`src/rtl/rl_arb_pkg.sv`:
```
// Shared types and helpers for the left/right bus arbiter slice.
// Imported by the FIFO and the arbiter top.
package rl_arb_pkg;

    typedef enum logic {SRC_L = 1'b0, SRC_R = 1'b1} src_e;

    typedef enum logic {ST_IDLE, ST_HOLD} slot_state_e;

    // Pointer width: index bits plus one wrap bit, so full and empty stay distinguishable.
    function automatic int ptr_w(input int depth);
        return $clog2(depth) + 1;
    endfunction

endpackage

```
`src/rtl/rl_fifo.sv`:
```
// Small synchronous FIFO with wrap-bit pointers, one instance per bus side.
// The read port is combinational: dout shows the head entry whenever the FIFO is not empty.
module rl_fifo
    import rl_arb_pkg::*;
#(
    parameter int DW    = 16,
    parameter int DEPTH = 4
) (
    input  logic          clk,
    input  logic          trst_n,
    input  logic          push,
    input  logic [DW-1:0] din,
    input  logic          pop,
    output logic [DW-1:0] dout,
    output logic          full,
    output logic          empty
);

    localparam int PW = ptr_w(DEPTH);
    localparam int AW = PW - 1;

    logic [DW-1:0] mem [DEPTH];
    logic [PW-1:0] wr_ptr;
    logic [PW-1:0] rd_ptr;

    // NOTE: sequential state uses non-blocking assignments so every register samples pre-edge values.
    always_ff @(posedge clk or negedge trst_n) begin
        if (!trst_n) begin
            wr_ptr <= '0;
            rd_ptr <= '0;
        end else begin
            if (push) wr_ptr <= wr_ptr + PW'(1);
            if (pop)  rd_ptr <= rd_ptr + PW'(1);
        end
    end

    // NOTE: storage is not reset; the pointers alone define which entries are valid.
    always_ff @(posedge clk) begin
        if (push) mem[wr_ptr[AW-1:0]] <= din;
    end

    assign dout  = mem[rd_ptr[AW-1:0]];
    assign empty = (wr_ptr == rd_ptr);
    assign full  = (wr_ptr[AW-1:0] == rd_ptr[AW-1:0]) && (wr_ptr[AW] != rd_ptr[AW]);

endmodule

```
`src/rtl/rl_bus_arbiter.sv`:
```
// Merges the left and right driver streams into one valid/ready output through a
// round-robin arbiter and a registered output slot, with saturating per-source beat counts.
module rl_bus_arbiter
    import rl_arb_pkg::*;
#(
    parameter int DW    = 16,
    parameter int DEPTH = 4,
    parameter int CNT_W = 8
) (
    input  logic             clk,
    input  logic             trst_n,
    input  logic             l_valid,
    input  logic [DW-1:0]    l_data,
    output logic             l_ready,
    input  logic             r_valid,
    input  logic [DW-1:0]    r_data,
    output logic             r_ready,
    output logic             o_valid,
    output logic [DW-1:0]    o_data,
    output logic             o_src,
    input  logic             o_ready,
    output logic [CNT_W-1:0] l_count,
    output logic [CNT_W-1:0] r_count
);

    logic          l_full, l_empty, l_pop;
    logic          r_full, r_empty, r_pop;
    logic [DW-1:0] l_head, r_head;

    slot_state_e   state, state_nxt;
    src_e          last_src, sel;
    src_e          slot_src;
    logic [DW-1:0] slot_data;
    logic          load;
    logic          any_avail;
    logic          done;

    assign l_ready = !l_full;
    assign r_ready = !r_full;

    rl_fifo #(.DW(DW), .DEPTH(DEPTH)) u_l_fifo (
        .clk    (clk),
        .trst_n (trst_n),
        .push   (l_valid && l_ready),
        .din    (l_data),
        .pop    (l_pop),
        .dout   (l_head),
        .full   (l_full),
        .empty  (l_empty)
    );

    rl_fifo #(.DW(DW), .DEPTH(DEPTH)) u_r_fifo (
        .clk    (clk),
        .trst_n (trst_n),
        .push   (r_valid && r_ready),
        .din    (r_data),
        .pop    (r_pop),
        .dout   (r_head),
        .full   (r_full),
        .empty  (r_empty)
    );

    assign any_avail = !l_empty || !r_empty;
    assign done      = o_valid && o_ready;

    // Lone non-empty side wins outright; on a contest the side opposite last_src wins.
    always_comb begin
        if (l_empty)                 sel = SRC_R;
        else if (r_empty)            sel = SRC_L;
        else if (last_src == SRC_R)  sel = SRC_L;
        else                         sel = SRC_R;
    end

    // NOTE: every always_comb output gets a default first, so no path can infer a latch.
    always_comb begin
        state_nxt = state;
        load      = 1'b0;
        case (state)
            ST_IDLE: begin
                if (any_avail) begin
                    load      = 1'b1;
                    state_nxt = ST_HOLD;
                end
            end
            ST_HOLD: begin
                if (o_ready) begin
                    load      = any_avail;
                    state_nxt = any_avail ? ST_HOLD : ST_IDLE;
                end
            end
            default: state_nxt = ST_IDLE;
        endcase
    end

    assign l_pop = load && (sel == SRC_L);
    assign r_pop = load && (sel == SRC_R);

    always_ff @(posedge clk or negedge trst_n) begin
        if (!trst_n) begin
            state     <= ST_IDLE;
            last_src  <= SRC_R;
            slot_src  <= SRC_L;
            slot_data <= '0;
        end else begin
            state <= state_nxt;
            if (load) begin
                last_src  <= sel;
                slot_src  <= sel;
                slot_data <= (sel == SRC_L) ? l_head : r_head;
            end
        end
    end

    always_ff @(posedge clk or negedge trst_n) begin
        if (!trst_n) begin
            l_count <= '0;
            r_count <= '0;
        end else if (done) begin
            if (slot_src == SRC_L && l_count != '1) l_count <= l_count + CNT_W'(1);
            if (slot_src == SRC_R && r_count != '1) r_count <= r_count + CNT_W'(1);
        end
    end

    assign o_valid = (state == ST_HOLD);
    assign o_data  = slot_data;
    assign o_src   = slot_src;

endmodule

```
`config.mk`:
```
export PLATFORM = sky130hd
export DESIGN_NAME = rl_bus_arbiter
export DESIGN_NICKNAME = d
export VERILOG_FILES = /design/src/rtl/rl_arb_pkg.sv /design/src/rtl/rl_fifo.sv /design/src/rtl/rl_bus_arbiter.sv
export SDC_FILE = /design/constraint.sdc
export NUM_CORES = 1
export LEC_CHECK = 0
export ABC_AREA = 1
export BUFFER_PORTS_ARGS = -buffer_cell sky130_fd_sc_hd__buf_2
export CORE_MARGIN = 2
export CORE_UTILIZATION = 59
export DETAILED_ROUTE_END_ITERATION = 10
export PLACE_DENSITY = 0.8
export SLEW_MARGIN = 20
export SYNTH_ARGS = -nofsm -noshare
export SYNTH_HDL_FRONTEND = slang
export SYNTH_SLANG_ARGS = --single-unit
```
`constraint.sdc`:
```
create_clock -name clk -period 2.45 [get_ports clk]
set_clock_uncertainty 0.1 [all_clocks]
set_input_delay 0.3675 -clock clk [delete_from_list [all_inputs] [get_ports clk]]
set_output_delay 0.3675 -clock clk [all_outputs]
set_load 0.02 [all_outputs]
```
-- After elaboration in Yosys (flattened, before gate mapping)
Memory sizes are Yosys's and may differ from the RTL's.
Cells that the tools add are included.
Widths: inputs -> output; s select.
- register bits after elaboration: 47
- RAM bits: 128
- output and inout port bits: 36
- logic and storage cells: 58
- memories kept: 2
- memories (name ; depth ; width ; rd ports ; clocked after memory_dff ; wr ports ; RTL line ; source):
    u_l_fifo.mem ; 4 ; 16 ; 1 ; 0 ; 1 ; rl_fifo.sv:22 ; logic [DW-1:0] mem [DEPTH];
    u_r_fifo.mem ; 4 ; 16 ; 1 ; 0 ; 1 ; rl_fifo.sv:22 ;
- add/subtract/negate cells: 6
- eq/ne operators: 8
- multiplexer cells: 13
- bitwise operators: 3
- reductions and logical operators: 16
- operator list (kind ; count):
    $add 8x1->8 const B ; 2
    $mux 16 ; 1
    $ne 8x8->1 const B ; 2
    $add 3x1->3 const B ; 4
    $mux 1 ; 10
    $logic_and 1x1->1 ; 9
    $eq 3x3->1 ; 2
    $eq 2x2->1 ; 2
    $logic_not 1->1 ; 4
    $pmux 1 s2 ; 2
    $reduce_and 2->1 ; 2
    $not 1->1 ; 3
    $ne 1x1->1 ; 2
    $logic_or 1x1->1 ; 1

-- Depth between registers and ports, before layout
- depth in word-level cells: 6
- depth in mapped cells: 12
- mapped depth without buffers: 10

-- Cells and area by module
A second synthesis with hierarchy kept.
- cell total of the unflattened synthesis: 759
- area total of the unflattened synthesis: 7764.9 um^2
- modules (own cells, without submodules) (module ; times used ; cells an instance ; area an instance (um^2) ; sequential area each (um^2)):
    rl_fifo ; 2 ; 263 ; 2974.1 ; 2072.0
    rl_bus_arbiter ; 1 ; 233 ; 1816.7 ; 877.1

-- Least setup slack after synthesis
OpenSTA, ideal clock, no wires.
- path kind: register -> register
- from: register u_l_fifo.rd_ptr[1]
- to: memory u_l_fifo.mem[3][0], enable pin
- arrival: 1.868 ns
- slack: 0.091 ns
- stages on the path, launching flop included: 6
- clock period less this slack: 2.359 ns
- cells stage by stage: dfrtp_1 > buf_6 > xnor2_2 > nand3_1 > nand2_1 > nor2_1
- word-level cells in the longest chain between the ends: 6
- RTL lines (element ; RTL line ; source):
    from (decl) ; rl_fifo.sv:24 ; logic [PW-1:0] rd_ptr;
    from (signal assigned) ; rl_fifo.sv:33 ; if (pop) rd_ptr <= rd_ptr + PW'(1);
    $eq 2x2->1 ; rl_fifo.sv:44 ; assign full = (wr_ptr[AW-1:0] == rd_ptr[AW-1:0]) && (wr_ptr[AW] != rd_ptr[AW]);
    $logic_and 1x1->1 ; rl_fifo.sv:44 ;
    $logic_not 1->1 ; rl_bus_arbiter.sv:38 ; assign l_ready = !l_full;
    via l_ready ; rl_bus_arbiter.sv:14 ; output logic l_ready,
    $logic_and 1x1->1 ; rl_bus_arbiter.sv:44 ; .push (l_valid && l_ready),
    $mux 1 ; rl_fifo.sv:39 ; if (push) mem[wr_ptr[AW-1:0]] <= din;
    $mux 1 (not written as such) ; rl_fifo.sv:39 ;
    to (decl) ; rl_fifo.sv:22 ;
The timed path passes the listed nets, and every way through them passes these cells.

-- Worst setup path in the final report
- from: register u_r_fifo.wr_ptr[0]
- to: register u_l_fifo.rd_ptr[1]
- word-level cells in the longest chain between the ends: 6
- RTL lines (element ; RTL line ; source):
    from (decl) ; rl_fifo.sv:23 ; logic [PW-1:0] wr_ptr;
    from (signal assigned) ; rl_fifo.sv:32 ; if (push) wr_ptr <= wr_ptr + PW'(1);
    $eq 3x3->1 (*) ; rl_fifo.sv:43 ; assign empty = (wr_ptr == rd_ptr);
    $logic_not 1->1 ; rl_bus_arbiter.sv:63 ; assign any_avail = !l_empty || !r_empty;
    $logic_or 1x1->1 ; rl_bus_arbiter.sv:63 ;
    $mux 1, on equally long branches ; rl_bus_arbiter.sv:86, rl_bus_arbiter.sv:80 ;
    $pmux 1 s2 ; rl_bus_arbiter.sv:78 ; case (state)
    $logic_and 1x1->1 (*) ; rl_bus_arbiter.sv:95 ; assign l_pop = load && (sel == SRC_L);
Every way passes the cells marked *; elsewhere a longest branch is shown, timed or not.
A chain may end at the register's enable or synchronous reset.

==> flow_summary_export.csv <==
group,metric,value,unit
run_status,status,"finished, final reports clean",
timing,finalCriticalPeriod,2.200,ns
pwr,ir_worst_vdd,0.7501,mV
place,placed_area,0.007961,mm²
die,io_pins,73,
die,std_cell_rows,41,
timing,relSlewSlack,41.14,%
routing,first_pass_iters,5,
worst_setup_path,cp_data_required_time,2.66,ns
yosys,ys_ff_latch,175,
final_layout,antenna_cells,0,
timing,timing_hold_violations_final,0,
yosys,synth_cell_type_count,30,
pwr,p_leak,3.679,nW
worst_setup_path,crit-reg2reg-launch,"u_r_fifo.wr_ptr[0]",
die,die-width,116.4,µm
worst_setup_path,crit_fanout,21,
routing,drt_wl_total,14950,µm
clocking,clock_latency,0.43,ns
clocking,cts_post_setup_buffers_inserted,0,
yosys,yosysWarningCount,0,
worst_setup_path,cpMostUsedCell,"nand2_1",
worst_setup_path,path_cells,"inv_1, nand2_1, nand2_1, nand3_2, nand2_2, nand2_2, inv_1, nand2_1, nand2_1, nand2_1",
routing,viasPerCell,5.375,
timing,fin_hold_ws,0.04822,ns
job,cap_violations,0,
timing,setup_viol,0,
final_layout,fin_nets,811,
timing,max_slew.worst_pin.slew,0.8829,ns
final_layout,final_common_cell,"nand2_1",
worst_setup_path,worstSetupPathType,"reg -> reg",
routing,vias,5090,
pwr,power,11.25,mW
place,gp_congestion,0.8205,
global_route,antenna_found_initial,0,
worst_setup_path,max_stage_delay,0.43,ns
min_path,hold_start,"r_data[14]",
clocking,cts_buffers,17,
timing,period_share,89.79,%
yosys,netlist_area,0.007451,mm²
worst_setup_path,critPathLaunchType,"register",
yosys,avgSynthCellArea,10.89,µm²
routing,drc_errors,0,
yosys,netlist_instances,684,
worst_setup_path,critical_path.slowest_cell,"dfrtp_1",
pwr,powerDensity,1307,mW/mm²
worst_setup_path,setup.worst_path.end_class,"register",
final_layout,design_area,0.008605,mm²
global_route,grt-ovfl-total,0,
die,chipHeight,116.4,µm
yosys,ys_seq_area_share,67.39,%
timing,fin_setup_tns,0,ns
worst_setup_path,cp-startpoint,"u_r_fifo.wr_ptr[0]",
min_path,min_path_type,"in -> reg",
place,io_buffers,72,
routing,drt.antenna.violating_nets,0,
clocking,clk_pin_slew,0.07,ns
timing,slew_viol_final,0,
global_route,grt_max_degree,40,
routing,drt-initial-drc-count,380,
final_layout,area_delta_synth_final,15.48,%
yosys,synth_nets,733,
clocking,cts_tree,"yes",
timing,rsz0062_at_grt,"no",
place,dp_hpwl,9843,µm
clocking,root_buffer,"clkbuf_16",
timing,fmax,454.6,MHz
global_route,grt_pass1_wl,24070,µm
final_layout,final_cell_mix,"168 x nand2_1, 128 x edfxtp_1, 113 x nor2_1",
final_layout,drive_gt1_share,17.29,%
die,die_area,0.01354,mm²
clocking,cts_buffer_depth,2,
clocking,cts_sinks,175,
worst_setup_path,cp.arrival,2.41,ns
clocking,ctsResizeCount,0,
clocking,hold_buffers,1,
final_layout,fin_util,69.03,%
global_route,grt_pass1_vias,5001,
die,start_util,59.77,%
global_route,grtUsageTotal,23.91,%
clocking,h-tree-depth,4,
routing,wl_per_cell,15.78,µm
die,core_area,0.01247,mm²
==> kinds of logic after synthesis <==
group | after synthesis | share of synthesized area, %
and+or+nand+nor | 324 | 17.67
DFF | 175 | 67.39
AOI/OAI and AO/OA | 87 | 6.113
buffers and inverters | 65 | 4.248
xor gates and xnor gates | 21 | 2.569
adders and majority gates | 12 | 2.015
==> cell usage after synthesis <==
master | n | area, µm²
a21oi_1 | 2 | 10.01
buf_1 | 1 | 3.750
buf_2 | 7 | 35.03
buf_4 | 3 | 22.52
buf_6 | 6 | 67.56
clkbuf_1 | 11 | 41.29
dfrtp_1 | 46 | 1151
dfstp_2 | 1 | 26.28
edfxtp_1 | 128 | 3844
ha_1 | 12 | 150.1
inv_1 | 33 | 123.9
inv_2 | 1 | 3.750
inv_4 | 3 | 18.77
nand2_1 | 168 | 630.6
nand2_2 | 5 | 31.28
nand2_4 | 1 | 11.26
nand3_1 | 26 | 130.1
nand3_2 | 1 | 10.01
nand3_4 | 1 | 17.52
nand4_1 | 2 | 12.51
nor2_1 | 113 | 424.2
nor2_2 | 1 | 6.260
nor2_4 | 2 | 22.52
nor3_1 | 4 | 20.02
o21ai_0 | 68 | 340.3
o21ai_1 | 1 | 5.000
o22ai_1 | 16 | 100.1
xnor2_1 | 7 | 61.31
xnor2_2 | 1 | 16.27
xor2_1 | 13 | 113.9
==> registers in the layout, indices dropped and copies added (netlist names) <==
name             cells
u_l_fifo.mem        64
o_valid              1
o_src                1
r_count              8
l_count              8
u_r_fifo.rd_ptr      3
u_l_fifo.rd_ptr      3
last_src             1
o_data              16
u_l_fifo.wr_ptr      3
u_r_fifo.mem        64
u_r_fifo.wr_ptr      3
==> per-stage QoR <==
stage / std cells / worst slack [ns]
after global placement: 914 / 0.4274
after floorplan: 684 / 0.09051
after detailed placement: 914 / 0.3379
after CTS: 947 / 0.2918
final: 947 / 0.2501
after global routing: 947 / 0.06108
==> per-layer routing <==
| layer | track usage (%) | share of wire, % | vias to the layer above |
|---|---|---|---|
| met5 | 0 | 0 | - |
| met4 | 10.56 | 2.5 | 0 |
| met3 | 5.553 | 6.7 | 27 |
| li1 | - | - | 2448 |
| met2 | 38.45 | 49 | 213 |
| met1 | 31.48 | 42 | 2402 |
==> critical path, delay by kind of cell (launching register included) <==
kind          cells  cell delay, ns
simple gates      8            1.16
flops             1            0.43
buf+inv           2            0.39
==> path summary, 6_finish.rpt <==
kind,to,slack [ns],cells past startpoint
max,u_l_fifo.rd_ptr[1],0.25,10
min,u_r_fifo.mem[3][14],0.05,1
max reg2reg,u_l_fifo.rd_ptr[1],0.25,10
min reg2reg,o_data[7],0.40,2
max in group asynchronous,o_data[12],1.08,3
min in group asynchronous,o_data[0],0.50,2
==> power by group <==
group / internal [mW] / switching [mW]
Combinational: 1.23 / 2.74
Sequential: 4.02 / 0.412
Clock: 1.73 / 1.11
Total: 6.98 / 4.26
==> layout make-up <==
class | count | area (µm²)
Inverter | 37 | 146.4
Multi-Input combinational cell | 444 | 2113
Fill cell | 845 | 3861
Sequential cell | 175 | 5021
Clock buffer | 22 | 484.2
Timing Repair Buffer | 87 | 475.5
Clock inverter | 10 | 148.9
Tap cell | 172 | 215.2
(Power assumes the default switching activity.)
